==> config.mk <==
export PLATFORM = sky130hd
export DESIGN_NAME = output_port_fifo
export DESIGN_NICKNAME = d
export VERILOG_FILES = /design/src/rtl/output_port_fifo_pkg.sv /design/src/rtl/outport_chan_fifo.sv /design/src/rtl/output_port_fifo.sv
export SDC_FILE = /design/constraint.sdc
export NUM_CORES = 1
export LEC_CHECK = 0
export CORE_MARGIN = 2
export CORE_UTILIZATION = 50
export CTS_BUF_LIST = sky130_fd_sc_hd__clkbuf_4 sky130_fd_sc_hd__clkbuf_8 sky130_fd_sc_hd__clkbuf_16
export DETAILED_ROUTE_END_ITERATION = 8
export HOLD_SLACK_MARGIN = 0.02
export MAX_ROUTING_LAYER = met4
export PLACE_DENSITY = 0.81
export REMOVE_ABC_BUFFERS = 1
export SLEW_MARGIN = 20
export SYNTH_ARGS = -nofsm -noshare
export SYNTH_HDL_FRONTEND = slang
export SYNTH_SLANG_ARGS = --single-unit
==> constraint.sdc <==
create_clock -name CLK -period 2.4 [get_ports CLK]
set_input_delay 0.36 -clock CLK [delete_from_list [all_inputs] [get_ports CLK]]
set_output_delay 0.36 -clock CLK [all_outputs]
set_load 0.05 [all_outputs]
==> src/rtl/output_port_fifo_pkg.sv <==
// Shared defaults and helpers for the multi-channel output port FIFO.
package output_port_fifo_pkg;

  localparam int unsigned DefDataW    = 8;
  localparam int unsigned DefDepth    = 4;
  localparam int unsigned DefChannels = 2;

  // Channel-select width; a single channel still gets a 1-bit select.
  function automatic int unsigned sel_width(input int unsigned n);
    return (n > 1) ? $clog2(n) : 1;
  endfunction

endpackage

==> src/rtl/outport_chan_fifo.sv <==
// One output channel: FIFO storage, pointers, count, last-popped value and sticky overflow.
// Overflow flag is built only when OUTPORT_OVF_FLAG_EN is defined.
module outport_chan_fifo #(
  parameter int unsigned DataW = 8,
  parameter int unsigned Depth = 4
) (
  input  logic             clk_i,
  input  logic             rst_ni,
  input  logic             push_i,
  input  logic [DataW-1:0] data_i,
  input  logic             ready_i,
  output logic             valid_o,
  output logic             full_o,
  output logic             empty_o,
  output logic [DataW-1:0] head_o,
  output logic [DataW-1:0] current_o,
  output logic             ovf_o,
  input  logic             ovf_clr_i
);

  localparam int unsigned AW = $clog2(Depth);
  localparam int unsigned CW = AW + 1;

  logic [DataW-1:0] mem_q [Depth];
  logic [AW-1:0]    wr_ptr_q, rd_ptr_q;
  logic [CW-1:0]    count_q;
  logic [DataW-1:0] current_q;
  logic             full, empty, do_push, do_pop;

  assign full    = (count_q == CW'(Depth));
  assign empty   = (count_q == '0);
  // Both qualifiers use pre-edge state: a full channel drops a push even if it pops this edge.
  assign do_push = push_i & ~full;
  assign do_pop  = ready_i & ~empty;

  always_ff @(posedge clk_i or negedge rst_ni) begin
    if (!rst_ni) begin
      for (int i = 0; i < Depth; i++) mem_q[i] <= '0;
      wr_ptr_q  <= '0;
      rd_ptr_q  <= '0;
      count_q   <= '0;
      current_q <= '0;
    end else begin
      if (do_push) begin
        mem_q[wr_ptr_q] <= data_i;
        wr_ptr_q        <= wr_ptr_q + AW'(1);
      end
      if (do_pop) begin
        current_q <= mem_q[rd_ptr_q];
        rd_ptr_q  <= rd_ptr_q + AW'(1);
      end
      count_q <= count_q + CW'(do_push) - CW'(do_pop);
    end
  end

  assign valid_o   = ~empty;
  assign full_o    = full;
  assign empty_o   = empty;
  assign head_o    = mem_q[rd_ptr_q];
  assign current_o = current_q;

`ifdef OUTPORT_OVF_FLAG_EN
  logic ovf_q;

  // Set beats clear when both happen on the same edge.
  always_ff @(posedge clk_i or negedge rst_ni) begin
    if (!rst_ni) begin
      ovf_q <= 1'b0;
    end else if (push_i && full) begin
      ovf_q <= 1'b1;
    end else if (ovf_clr_i) begin
      ovf_q <= 1'b0;
    end
  end

  assign ovf_o = ovf_q;
`else
  logic unused_ovf_clr;
  assign unused_ovf_clr = ovf_clr_i;
  assign ovf_o          = 1'b0;
`endif

endmodule

==> src/rtl/output_port_fifo.sv <==
// CHANNELS independent output ports, each a DEPTH-entry FIFO written from the bus.
// Optional sticky overflow flags are enabled by defining OUTPORT_OVF_FLAG_EN.
module output_port_fifo
  import output_port_fifo_pkg::*;
#(
  parameter int unsigned DATA_W   = DefDataW,
  parameter int unsigned DEPTH    = DefDepth,
  parameter int unsigned CHANNELS = DefChannels,
  parameter int unsigned CH_W     = sel_width(CHANNELS)
) (
  input  logic                       CLK,
  input  logic                       RESET,
  input  logic [DATA_W-1:0]          BUS_IN,
  input  logic                       WE,
  input  logic [CH_W-1:0]            CH_SEL,
  output logic [CHANNELS-1:0]        FULL,
  output logic [CHANNELS-1:0]        EMPTY,
  output logic [CHANNELS-1:0]        DISP_VALID,
  input  logic [CHANNELS-1:0]        DISP_READY,
  output logic [CHANNELS*DATA_W-1:0] DISP_DATA,
  output logic [CHANNELS*DATA_W-1:0] CURRENT,
  output logic [CHANNELS-1:0]        OVF,
  input  logic                       OVF_CLR
);

  // Out-of-range selects match no channel, so such writes vanish without side effects.
  for (genvar i = 0; i < CHANNELS; i++) begin : g_chan
    logic push;
    assign push = WE && (CH_SEL == CH_W'(i));

    outport_chan_fifo #(
      .DataW(DATA_W),
      .Depth(DEPTH)
    ) u_chan (
      .clk_i    (CLK),
      .rst_ni   (RESET),
      .push_i   (push),
      .data_i   (BUS_IN),
      .ready_i  (DISP_READY[i]),
      .valid_o  (DISP_VALID[i]),
      .full_o   (FULL[i]),
      .empty_o  (EMPTY[i]),
      .head_o   (DISP_DATA[i*DATA_W +: DATA_W]),
      .current_o(CURRENT[i*DATA_W +: DATA_W]),
      .ovf_o    (OVF[i]),
      .ovf_clr_i(OVF_CLR)
    );
  end

endmodule
### Yosys cells after proc, flatten, opt, wreduce, memory -nomap -nowiden

Index checks and enable logic that the tools add are counted.
Widths: inputs -> output; s select.

| word-level totals | value |
|---|---|
| register bits | 94 |
| bits of input ports | 15 |
| output and inout port bits | 40 |

| cells by class | value |
|---|---|
| $add $sub $neg | 8 |
| magnitude comparators | 6 |
| eq/ne operators | 2 |
| mux-type cells | 12 |
| bitwise gates (word level) | 13 |
| reductions and logical operators | 6 |

Operator list:

| operator | number |
|---|---|
| $bwmux 32 | 2 |
| $mux 8 | 6 |
| $bmux 8 s2 | 2 |
| $demux 8 s2 | 2 |
| $ge 3x3->1 const B | 4 |
| $not 2->3 | 4 |
| $add 2x1->2 const B | 4 |
| $add 3x1->3 | 2 |
| $eq 3x3->1 const B | 2 |
| $logic_not 3->1 | 2 |
| $lt 3x1->1 const B | 2 |
| $sub 3x1->3 | 2 |
| $not 1->1 | 5 |
| $and 1x1->1 | 4 |
| $logic_and 1x1->1 | 4 |

### Logic depth before layout (Yosys ltp)

Gate-level depths: netlist of the first run.

| logic depth | value |
|---|---|
| depth in word-level cells | 6 |
| depth in mapped cells | 9 |
| gate-level depth less buffers | 8 |

### Cells and area by module

A second synthesis of the first run with hierarchy kept.

| unflattened totals | value |
|---|---|
| cells, all modules | 264 |
| area, all modules | 4285.4 sq um |

By module, submodules not included:

| module | times used | cells each | area each (sq um) |
|---|---|---|---|
| outport_chan_fifo | 2 | 131 | 2134.5 |
| output_port_fifo | 1 | 2 | 16.3 |

### Worst setup path after synthesis of the first run

Ideal clock, no wire load.

| timing path | value |
|---|---|
| kind | register to register |
| start | reg g_chan[1].u_chan.count_q[1] |
| end | reg g_chan[1].u_chan.count_q[2] |
| arrival | 2.104 ns |
| required time | 2.275 ns |
| slack | 0.171 ns |
| cell stages (with the launch flop) | 10 |
| path buffers | 1 |
| clock period less this slack | 2.229 ns |
| path through | dfrtp_1 o31a_1 clkbuf_1 ha_1 inv_1 ha_1 inv_1 fa_1 xnor2_1 xnor2_1 |

| between the ends | value |
|---|---|
| elaborated cells on any way between the ends | 8 |
| those cells by class | add/sub (2); eq/ne (1); bitwise (4); reduce/logical (1) |

RTL lines:

| element | RTL line | source |
|---|---|---|
| from (decl) | outport_chan_fifo.sv:26 | `logic [CW-1:0] count_q;` |
| from (signal assigned) | outport_chan_fifo.sv:52 | `count_q <= count_q + CW'(do_push) - CW'(do_pop);` |
| $logic_not 3->1 | outport_chan_fifo.sv:31 | `assign empty = (count_q == '0);` |
| $not 1->1 | outport_chan_fifo.sv:34 | `assign do_pop = ready_i & ~empty;` |
| $and 1x1->1 | outport_chan_fifo.sv:34 |  |
| net g_chan[1].u_chan.do_pop | outport_chan_fifo.sv:28 | `logic full, empty, do_push, do_pop;` |
| $sub 3x1->3 | outport_chan_fifo.sv:52 |  |

The timed path passes the listed nets, and every way through them passes these cells.
A chain may end at the register's enable or synchronous reset.

### Final worst setup path of the first run

| timing path | value |
|---|---|
| start | reg g_chan[1].u_chan.count_q[1] |
| end | out DISP_VALID[1] |

| between the ends | value |
|---|---|
| word-level cells in the longest chain between the ends | 2 |

RTL lines:

| element | RTL line | source |
|---|---|---|
| $logic_not 3->1 | outport_chan_fifo.sv:31 |  |
| $not 1->1 | outport_chan_fifo.sv:56 | `assign valid_o = ~empty;` |
| to (decl) | output_port_fifo.sv:18 | `output logic [CHANNELS-1:0] DISP_VALID,` |

Every way passes these cells.

==> results.cfg, run 1 <==
[run_status]
status = finished clean

[run]
maxCapViolCount = 0

[routing]
viasPerCell = 5.325
drtAntennaViolNets = 0
wire_per_inst_um = 17.42
drtPass1Iterations = 3
drt-initial-drc-count = 94
routed_wirelength_mm = 7.611
vias = 2327
drc = 0

[global_routing]
grtUsageTotal_pct = 17.88
grt_pass1_wl_mm = 12.77
antenna_found_initial = 0
grt_max_degree = 50
grt_overflow = 0
grt_pass1_vias = 2498

[worst_setup_path]
r2r_slack_ps = 320
r2r_end = g_chan[1].u_chan.count_q[2]
critPathArrivalTime_ps = 1930
slowest_delay_ps = 710
crit_fanout = 5
criticalPathCategory = flop to primary output
endpoint_kind = primary output
path_cells = or3_1 -> clkdlybuf4s50_1
start_kind = flop
crit_required_ps = 2040
rr_startpoint = g_chan[1].u_chan.count_q[1]
cp-startpoint = g_chan[1].u_chan.count_q[1]
critical_path_buf_inv_count = 1
critPathTopFamily = buffers and inverters
reg2reg_depth = 8
crit_path_top_delay_cell = clkdlybuf4s50_1

[clocking]
cts_setup_buffers = 0
cts_hold_buf = 1
clock_sinks = 94
numCtsBuffers = 9
h-tree-depth = 3
cts.clk_slew.worst_paths_ps = 90
cts_tree = done
cts_buffer_depth = 2
post_cts_resized = 0
cts-root-buf = clkbuf_8
insertion_delay_ps = 370

[final_layout]
fin_nets = 356
area_delta_synth_final_pct = 18.70
drive_gt1_share_pct = 46.08
final_util_pct = 62.10
n_antenna_cell = 0

[synthesis]
yosysWarnings = 0
synth_cell_types = 24
postSynthCellCount = 272
netlist.area_leader.share_pct = 54.18
yosys.area.top_type = dfrtp_1
synth_area_um2 = 4342
synth.avg_cell_area_um2 = 15.96
synth_seq_area_share_pct = 54.18
synth-seq-cells = 94
synth_area_leaders = dfrtp_1 54%, mux2_2 17%, mux4_2 8.3%

[floorplanning]
dieArea_um2 = 9445
core_um2 = 8299
start_util_pct = 52.31
die_w_um = 97.19
dieHeight_um = 97.19
rows = 33
ios = 55

[timing]
maxSlewHeadroom_pct = 66.80
fin_hold_ws_ps = 376.5
fmax_mhz = 436.8
worst_slew_pin_slew_ps = 496.4
fin_crit_ps = 2290
fin_skew_ps = 12.98
finalSetupTns_ps = 0
slew_violations = 0
final_hold_viol_count = 0
finalSetupViolCount = 0
rsz0062_at_grt = false
fin_crit_sh_pct = 95.40

[min_path]
hp-class = input port to asynchronous set/reset pin

[placed_design]
gp_congestion = 0.7209
dpl.hpwl_mm = 5.171
io_buffers = 51
[worst max path at each step]
stage                                  endpoint  slack, ps  cells past startpoint
floorplan           g_chan[1].u_chan.count_q[2]        270                      8
finish                            DISP_VALID[1]        110                      2
CTS                               DISP_VALID[1]         90                      2
global route                      DISP_VALID[1]         20                      2
global placement    g_chan[0].u_chan.count_q[2]        140                      8
detailed placement  g_chan[0].u_chan.count_q[2]        140                      8
[area by class of cell]
class | count | area (µm²)
fillers | 627 | 3146
clock buffers | 10 | 137.6
flip-flops and latches | 94 | 2352
repair buffers | 63 | 563.0
inverters | 16 | 60.06
multi-input cells | 143 | 1800
clock inverters | 6 | 108.9
well taps | 105 | 131.4
[Yosys cell counts, drive strengths merged]
library cell	count
or3b	2
ha	12
nand2	2
fa	2
and3	3
nand4	4
conb	1
or3	2
nand3	2
buf	15
nor2b	1
and2	1
clkbuf	5
xor2	2
dfrtp	94
mux2	82
mux4	16
o31a	2
inv	16
xnor2	8
[cell usage in the layout (no fill, tap or decap), types with 2 or more instances in the layout]
cell type        count
dfrtp_1             94
mux2_2              64
buf_4               31
clkdlybuf4s50_1     30
inv_1               16
mux4_2              16
mux2_4              16
ha_1                12
clkbuf_8            10
xnor2_1              8
nand4_2              4
and3_4               3
bufinv_16            3
or3b_1               2
or3_1                2
o31a_1               2
xor2_1               2
nand3_2              2
nand2_1              2
mux2_1               2
fa_1                 2
conb_1               2
clkinv_2             2
[worst register-to-register path, cell delays in order (launching register included)]
cell	delay (ps)
dfrtp_1	450
o31a_1	350
ha_1	300
inv_1	60
ha_1	130
inv_1	50
fa_1	370
xnor2_1	180
xnor2_1	130
[cells by family after synthesis]
logic type	Yosys count	synth area share (%)
multiplexers	98	30.95
AND/OR/NAND/NOR	17	3.545
flip-flops	94	54.18
buffers and inverters	36	4.438
XOR/XNOR	10	2.017
AO/OA/AOI/OAI	2	0.4035
adder cells (fa/ha/maj)	14	4.380
other	1	0.08637
[metal layers]
layer  global-route usage [%]  wire [µm]  up-vias
li1                         -          -     1062
met1                    24.10       3598     1216
met2                    27.56       3708       41
met3                    2.734        206        8
met4                    7.151         97        0
met5                        -          0        -
[per-stage QoR]
step                      cells  setup WS, ps  instance area [µm²]
after floorplan             253         267.5                 4213
after global placement      420         139.3                 4897
after detailed placement    420         135.8                 4897
after CTS                   437         92.59                 5154
after global routing        437         24.06                 5154
final                       437         110.4                 5154
[flip-flops by register name, indices dropped and copies added, names as in the netlist]
register	flops
g_chan.u_chan.mem_q	64
g_chan.u_chan.current_o	16
g_chan.u_chan.wr_ptr_q	4
g_chan.u_chan.rd_ptr_q	4
g_chan.u_chan.count_q	6
Power of run 1 is not shown: default switching activity piles up to over one toggle a cycle in this logic, so the estimate is an artifact.
==> run 2, diff against run 1 <==
--- a/config.mk
+++ b/config.mk
@@ -6,12 +6,13 @@
 export NUM_CORES = 1
 export LEC_CHECK = 0
 export CORE_MARGIN = 2
-export CORE_UTILIZATION = 50
+export CORE_UTILIZATION = 55
 export CTS_BUF_LIST = sky130_fd_sc_hd__clkbuf_4 sky130_fd_sc_hd__clkbuf_8 sky130_fd_sc_hd__clkbuf_16
+export CTS_CLUSTER_DIAMETER = 120
 export DETAILED_ROUTE_END_ITERATION = 8
 export HOLD_SLACK_MARGIN = 0.02
 export MAX_ROUTING_LAYER = met4
-export PLACE_DENSITY = 0.81
+export PLACE_DENSITY = 0.84
 export REMOVE_ABC_BUFFERS = 1
 export SLEW_MARGIN = 20
 export SYNTH_ARGS = -nofsm -noshare
==> constraint.sdc (replaced) <==
create_clock -name CLK -period 2.58 [get_ports CLK]
set_input_delay 0.387 -clock CLK [delete_from_list [all_inputs] [get_ports CLK]]
set_output_delay 0.387 -clock CLK [all_outputs]
set_load 0.05 [all_outputs]
==> run 2 against run 1 <==
Setup slack improved by 25 ps. Sequential share of layout area up 0.93 points. Core utilization rose by 3.6 points. Wire length is 1.4% lower. Critical endpoint is now EMPTY[0].
==> results.cfg, run 2 (synthesized netlist as in run 1, its figures left out) <==
[floorplanning]
start_util_pct = 56.48
dieHeight_um = 92.85
dieArea_um2 = 8620
die_w_um = 92.85
rows = 32
ios = 55
core_um2 = 7687

[timing]
finalSetupTns_ps = 0
maxSlewHeadroom_pct = 59.64
final_hold_viol_count = 0
rsz0062_at_grt = false
finalSetupViolCount = 0
fmax_mhz = 409.1
fin_crit_ps = 2444
fin_crit_sh_pct = 94.75
worst_slew_pin_slew_ps = 605.4
fin_skew_ps = 9.617
slew_violations = 0

[run]
maxCapViolCount = 0

[routing]
drt-initial-drc-count = 96
routed_wirelength_mm = 7.501
drtAntennaViolNets = 0
met3_length_um = 235
viasPerCell = 5.467
drtPass1Iterations = 4
routed.top_layer = met4
wl_met1_mm = 3.460
vias = 2340
wire_per_inst_um = 17.53
wl_met2_mm = 3.686
drc = 0

[global_routing]
grt_pass1_wl_mm = 12.28
grt_max_degree = 51
antenna_found_initial = 0
grt_pass1_vias = 2458
grt_overflow = 0
grtUsageTotal_pct = 19.38

[worst_setup_path]
start_kind = flop
endpoint_kind = primary output
r2r_end = g_chan[1].u_chan.count_q[2]
crit_path_top_delay_cell = clkdlybuf4s50_1
path_cells = or3_1 -> inv_1 -> clkdlybuf4s50_1
critPathArrivalTime_ps = 2060
crit_required_ps = 2190
criticalPathCategory = flop to primary output
reg2reg_depth = 8
critical_path_buf_inv_count = 2
path_depth = 3
critPathTopFamily = buffers and inverters
slowest_delay_ps = 790
cp-startpoint = g_chan[0].u_chan.count_q[1]
rr_startpoint = g_chan[1].u_chan.count_q[1]
r2r_slack_ps = 520
cp-endpoint = EMPTY[0]
crit_fanout = 5

[clocking]
post_cts_resized = 0
cts_buffer_depth = 2
insertion_delay_ps = 360
cts_tree = done
cts-root-buf = clkbuf_8
h-tree-depth = 3
cts_hold_buf = 0
cts.clk_slew.worst_paths_ps = 90
clock_sinks = 94
numCtsBuffers = 9
cts_setup_buffers = 0

[placed_design]
io_buffers = 51
postPlaceCellArea_um2 = 4861
dpl.hpwl_mm = 5.072
gp_congestion = 0.7102

[final_layout]
final_common_cell = dfrtp_1
largest-register = g_chan.u_chan.mem_q
fin_nets = 350
final_cell_mix = 94 x dfrtp_1, 64 x mux2_2, 32 x clkdlybuf4s50_1
n_antenna_cell = 0
drive_gt1_share_pct = 44.79
largest_reg_flops = 64
fin_area_um2 = 5051
area_delta_synth_final_pct = 16.34

[run_status]
status = finished clean

[min_path]
hp-class = input port to asynchronous set/reset pin
-- run 2: area by class of cell --
| cell class | instances | area (µm²) |
|---|---|---|
| Fill cell | 562 | 2636 |
| Sequential cell | 94 | 2352 |
| Multi-Input combinational cell | 143 | 1800 |
| Timing Repair Buffer | 57 | 520.5 |
| Clock buffer | 12 | 158.9 |
| Tap cell | 102 | 127.6 |
| Inverter | 16 | 60.06 |
| Clock inverter | 4 | 31.28 |
-- run 2: metrics by stage --
step	utilization, %	hold slack, ps	setup WS, ps	cells
2_1_floorplan	-	91.41	447.5	253
3_3_place_gp	63.23	419.9	261.4	412
4_1_cts	65.71	38.58	109.3	428
5_1_grt	65.71	63.97	47.40	428
6_report	65.71	21.91	135.6	428
3_5_place_dp	63.23	427.0	234.9	412
-- run 2: how the worst min path moves through the flow --
| stage | endpoint |
|---|---|
| 6_report | g_chan[1].u_chan.current_o[6] |
| 5_1_grt | g_chan[1].u_chan.mem_q[25] |
| 4_1_cts | g_chan[1].u_chan.current_o[6] |
| 3_5_place_dp | g_chan[1].u_chan.current_o[6] |
| 3_3_place_gp | g_chan[1].u_chan.current_o[6] |
| 2_1_floorplan | g_chan[0].u_chan.count_q[0] |
-- run 2: routing by layer --
layer / global-route usage, % / vias up
met5: - / -
met1: 25.36 / 1230
met2: 30.50 / 45
met3: 3.662 / 11
li1: - / 1054
met4: 7.353 / 0
Power of run 2 is left out for the same reason.
